### src/rtl/cofre_pkg.sv
// Shared types and constants for the safe controller.
package cofre_pkg;
   localparam int SENHA_W   = 4;
   localparam int PERTO_MAX = 3;

   typedef enum logic [1:0] {
      FECHADO,
      AVALIA,
      ABERTO,
      BLOQUEADO
   } estado_t;
endpackage

### src/rtl/cofre_avaliador.sv
// Combinational attempt classifier: unsigned distance without wrap, exact match and near flags.
module cofre_avaliador
   import cofre_pkg::*;
(
   input  logic [SENHA_W-1:0] senha,
   input  logic [SENHA_W-1:0] tentativa,
   output logic [SENHA_W-1:0] diff,
   output logic               igual,
   output logic               perto
);

   always_comb begin
      if (senha >= tentativa) diff = senha - tentativa;
      else                    diff = tentativa - senha;
      igual = (diff == '0);
      perto = !igual && (diff <= SENHA_W'(PERTO_MAX));
   end

endmodule

### src/rtl/cofre_controle.sv
// Safe controller: password/attempt registers, failure counter and timed lockout.
//   state     | meaning
//   FECHADO   | closed, waiting for an attempt
//   AVALIA    | one-cycle evaluation of the captured attempt
//   ABERTO    | open, password may be reprogrammed
//   BLOQUEADO | lockout, counting down before accepting attempts again
module cofre_controle
   import cofre_pkg::*;
#(
   parameter int                 MAX_FALHAS    = 3,
   parameter int                 BLOQ_CICLOS   = 16,
   parameter logic [SENHA_W-1:0] SENHA_INICIAL = '0
) (
   input  logic                              clk,
   input  logic                              rst,
   input  logic [SENHA_W-1:0]                tentativa,
   input  logic                              confirmar,
   input  logic [SENHA_W-1:0]                nova_senha,
   input  logic                              programar,
   input  logic                              fechar,
   output logic                              led0,
   output logic                              led1,
   output logic                              led2,
   output logic [SENHA_W-1:0]                diferenca,
   output logic                              bloqueado,
   output logic [$clog2(MAX_FALHAS+1)-1:0]   falhas
);

   localparam int FALHAS_W = $clog2(MAX_FALHAS + 1);
   localparam int CNT_W    = (BLOQ_CICLOS > 1) ? $clog2(BLOQ_CICLOS) : 1;

   estado_t             estado, estado_n;
   logic [SENHA_W-1:0]  senha, senha_n;
   logic [SENHA_W-1:0]  tent_q, tent_n;
   logic [CNT_W-1:0]    cnt, cnt_n;
   logic                led1_n, led2_n;
   logic [SENHA_W-1:0]  dif_n;
   logic [FALHAS_W-1:0] falhas_n, falhas_inc;
   logic [SENHA_W-1:0]  diff;
   logic                igual, perto;

   cofre_avaliador u_avaliador (
      .senha     (senha),
      .tentativa (tent_q),
      .diff      (diff),
      .igual     (igual),
      .perto     (perto)
   );

   // led0 and bloqueado come straight from the state register, so they stay registered.
   assign led0      = (estado == ABERTO);
   assign bloqueado = (estado == BLOQUEADO);

   always_comb begin
      estado_n   = estado;
      senha_n    = senha;
      tent_n     = tent_q;
      cnt_n      = cnt;
      led1_n     = led1;
      led2_n     = led2;
      dif_n      = diferenca;
      falhas_n   = falhas;
      falhas_inc = (falhas == FALHAS_W'(MAX_FALHAS)) ? falhas : falhas + FALHAS_W'(1);
      case (estado)
         FECHADO: begin
            if (confirmar) begin
               tent_n   = tentativa;
               led1_n   = 1'b0;
               led2_n   = 1'b0;
               estado_n = AVALIA;
            end
         end
         AVALIA: begin
            dif_n = diff;
            if (igual) begin
               estado_n = ABERTO;
               falhas_n = '0;
               led1_n   = 1'b0;
               led2_n   = 1'b0;
            end else begin
               led1_n   = perto;
               led2_n   = !perto;
               falhas_n = falhas_inc;
               if (falhas_inc == FALHAS_W'(MAX_FALHAS)) begin
                  estado_n = BLOQUEADO;
                  cnt_n    = CNT_W'(BLOQ_CICLOS - 1);
               end else begin
                  estado_n = FECHADO;
               end
            end
         end
         ABERTO: begin
            if (programar) senha_n  = nova_senha;
            if (fechar)    estado_n = FECHADO;
         end
         BLOQUEADO: begin
            // led1 is deliberately left alone so the last near-miss stays visible.
            if (cnt == '0) begin
               estado_n = FECHADO;
               falhas_n = '0;
               led2_n   = 1'b0;
            end else begin
               cnt_n = cnt - CNT_W'(1);
            end
         end
         default: estado_n = FECHADO;
      endcase
   end

   always_ff @(posedge clk) begin
      if (rst) begin
         estado    <= FECHADO;
         senha     <= SENHA_INICIAL;
         tent_q    <= '0;
         cnt       <= '0;
         led1      <= 1'b0;
         led2      <= 1'b0;
         diferenca <= '0;
         falhas    <= '0;
      end else begin
         estado    <= estado_n;
         senha     <= senha_n;
         tent_q    <= tent_n;
         cnt       <= cnt_n;
         led1      <= led1_n;
         led2      <= led2_n;
         diferenca <= dif_n;
         falhas    <= falhas_n;
      end
   end

endmodule

### config.mk
export PLATFORM = sky130hd
export DESIGN_NAME = cofre_controle
export DESIGN_NICKNAME = d
export VERILOG_FILES = /design/src/rtl/cofre_pkg.sv /design/src/rtl/cofre_avaliador.sv /design/src/rtl/cofre_controle.sv
export SDC_FILE = /design/constraint.sdc
export NUM_CORES = 1
export LEC_CHECK = 0
export ABC_CLOCK_PERIOD_IN_PS = 2900
export CORE_UTILIZATION = 50
export CTS_BUF_LIST = sky130_fd_sc_hd__clkbuf_16
export DETAILED_ROUTE_END_ITERATION = 7
export GPL_ROUTABILITY_DRIVEN = 0
export GPL_TIMING_DRIVEN = 0
export HOLD_SLACK_MARGIN = 0.1
export PLACE_DENSITY = 0.88
export SYNTH_ARGS = -nofsm -noshare
export SYNTH_HDL_FRONTEND = slang
export SYNTH_SLANG_ARGS = --single-unit
### constraint.sdc
create_clock -name clk -period 2.9 [get_ports clk]
set_input_delay 0.435 -clock clk [delete_from_list [all_inputs] [get_ports clk]]
set_output_delay 0.435 -clock clk [all_outputs]
set_load 0.1 [all_outputs]
==> out/qor.csv <==
metric,value,unit
status,finished clean,
final setup fails,0,
CP Max Fanout,8,
Synth Warn #,0,
most frequent cells in the layout,"22 x dfxtp_1, 21 x clkdlybuf4s50_1, 20 x nor2_1, 20 x a21oi_1, 16 x nand2_1",
largest area contributor in the netlist,dfxtp_1,
setup tns final,0,ps
FF+latch area,440,µm²
number of routed nets with antenna violations,0,
CP startpoint kind,flop,
Antenna diodes,0,
unique cell type count in the Yosys netlist,39,
TritonCTS clock tree,built,
DR DRC count,0,
Slew @ Worst Pin,1080,ps
Filler cells,198,
Mapped Area,1330,µm²
sequential fraction of the synthesis area,33.2,%
pwr/cell area,633,nW/µm²
syn_nets,185,
Final Instance Area,1690,µm²
critical setup path kind,reg2out,
Post-Layout Cell Count,218,
# port buffers,22,
"Hold Vio Cnt, Final",0,
num ports,23,
die area,2860,µm²
htree depth,1,
largest net degree at the start of global routing,14,
reg2reg start,senha[0]$_SDFFE_PP0P_,
Slew HR,27.8,%
"most common cell after layout, fill and taps aside",dfxtp_1,
post-DR wirelength/cell,13.5,µm
grt total ovfl,0,
Die Y-Extent,53.5,µm
R2R Path End,cnt[2]$_SDFFE_PP0P_,
Multi-input gate area,803,µm²
root buf cell,clkbuf_16,
nets,212,
layout cells sized above 1,5.85,%
num rows,18,
via count,1213,
final wirelength,2950,µm
CTS max path bufs,2,
initial antenna violation count,0,
core area,2500,µm²
total CTS buffers,3,
drt pass-1 iters,4,
clock slew at reported path FFs,70,ps
Hold Path Depth,2,
Initial DRC Count,27,
Final Max Slew Viols,0,
Hold Crit Start,senha[3]$_SDFFE_PP0P_,
Post-Place Cells,214,
first-pass GRT wire length,4830,µm
Skew-Pair Late Insertion Delay,260,ps
Yosys reg bits,22,
reg2reg path depth,9,
total global-route track usage,24.1,%
synthesized area per cell,8.19,µm²
placed instance area,1580,µm²
vias per cell,5.56,
Tmin final,2580,ps
peak supply drop,0.403,mV
Final period util,89.0,%
Worst Skew,7.99,ps
top cell type's share of synthesized area,33.2,%
Synth-to-Final Area Change,27.5,%
top post-synthesis cells by area,"dfxtp_1 33%, a21oi_1 7.5%, ha_1 7.5%, nor2_1 5.7%, nand2_1 4.5%",
r2r setup slk,380,ps
RSZ-0062 raised after global routing,no,
Syn Inst Count,162,
vias in the first global route,1107,
clk sinks,22,
Critical Path RT,2470,ps
Worst Setup End Kind,output port,
count of maximum capacitance violations,0,
Initial Util,53.1,%
die span in x,53.5,µm
Peak Freq,388,MHz
hold path endpoint,senha[3]$_SDFFE_PP0P_,
HP Class,reg2reg,
Leak Pwr,0.669,nW
WP data arrival,2140,ps
HPWL after DPL,2100,µm
==> worst max-delay path, stage by stage, from the launching register on <==
cell             delay (ps)
dfxtp_1                 460
nand2_1                 160
inv_1                   120
clkdlybuf4s50_1        1150
==> report_power, final <==
group	total [mW]	internal, mW	switching [mW]
sequential	0.338	0.322	0.0159
clock	0.389	0.274	0.115
combinational	0.344	0.126	0.218
total	1.07	0.723	0.349
==> area by class of cell <==
cell class	count	share of cell area (%)
Clock buffer	3	4.44
Multi-Input combinational cell	120	47.5
Buffer	5	1.55
Tap cell	30	2.22
Inverter	15	3.33
Clock inverter	1	1.78
Sequential cell	22	26.0
Timing Repair Buffer	22	13.2
==> state kept, by name, summed over array words and instances, names as in the netlist <==
name,count
cnt,4
diferenca,4
senha,4
tent_q,4
estado,2
falhas,2
led1,1
led2,1
==> stage by stage <==
step | hold WS (ps) | util (%) | total power, mW | setup WS (ps)
2_1_floorplan | 441 | - | 0.606 | 355
3_3_place_gp | 457 | 63.4 | 0.671 | 353
3_5_place_dp | 465 | 63.4 | 0.680 | 345
4_1_cts | 476 | 67.6 | 1.07 | 46.9
5_1_grt | 487 | 67.7 | 1.12 | 242
6_report | 479 | 67.7 | 1.07 | 320
==> timing repair <==
item                                    in CTS  in global routing
buffers inserted                             0                  0
endpoints found under the setup margin       0                  1
hold buffers                                 0                  0
resized for setup                            0                  1
==> routing by layer <==
layer | up-vias | wire length (µm) | track usage [%]
li1 | 613 | - | -
met1 | 561 | 1310 | 29.7
met2 | 33 | 1460 | 40.4
met3 | 6 | 106 | 3.74
met4 | 0 | 68 | 11.8
met5 | - | 0 | 0
==> synth_stat cells <==
| cell type | instances |
|---|---|
| a211o_1 | 2 |
| a211oi_1 | 3 |
| a211oi_2 | 1 |
| a21bo_2 | 1 |
| a21boi_1 | 1 |
| a21o_1 | 1 |
| a21oi_1 | 20 |
| a21oi_4 | 1 |
| a221oi_1 | 1 |
| a31oi_1 | 1 |
| and2_1 | 2 |
| and3_1 | 1 |
| and3b_1 | 2 |
| buf_6 | 1 |
| clkbuf_1 | 4 |
| dfxtp_1 | 22 |
| fa_1 | 2 |
| ha_1 | 8 |
| inv_1 | 15 |
| mux2_4 | 1 |
| mux2i_1 | 5 |
| nand2_1 | 16 |
| nand2b_1 | 1 |
| nand3_1 | 6 |
| nand3b_1 | 1 |
| nand4_1 | 1 |
| nor2_1 | 20 |
| nor2b_1 | 1 |
| nor3_1 | 1 |
| nor3b_1 | 2 |
| o21ai_0 | 5 |
| o21ai_1 | 1 |
| o21ai_4 | 1 |
| o221ai_1 | 1 |
| o32a_1 | 1 |
| or3_1 | 2 |
| or3_4 | 1 |
| xnor2_1 | 4 |
| xor2_1 | 2 |
==> cell families after synthesis <==
group	after synthesis	share of synthesized area, %
compound gates	41	20.7
xor+xnor	6	3.96
fa+ha+maj	10	10.6
buf+inv	20	6.23
flops	22	33.2
mux	6	4.91
simple gates	57	20.5
==> how the worst max path moves through the flow <==
| stage | from | endpoint | slack [ps] | cells after the start |
|---|---|---|---|---|
| after global routing | estado[1]$_SDFFE_PP0P_ | bloqueado | 240 | 3 |
| after floorplan | estado[1]$_SDFFE_PP0P_ | senha[0]$_SDFFE_PP0P_ | 360 | 5 |
| after detailed placement | estado[1]$_SDFFE_PP0P_ | led0 | 350 | 3 |
| after global placement | estado[1]$_SDFFE_PP0P_ | led0 | 350 | 3 |
| after CTS | estado[1]$_SDFFE_PP0P_ | led0 | 50 | 3 |
| final | estado[1]$_SDFFE_PP0P_ | bloqueado | 320 | 3 |
Note: power is estimated with default switching activity, not from simulation.
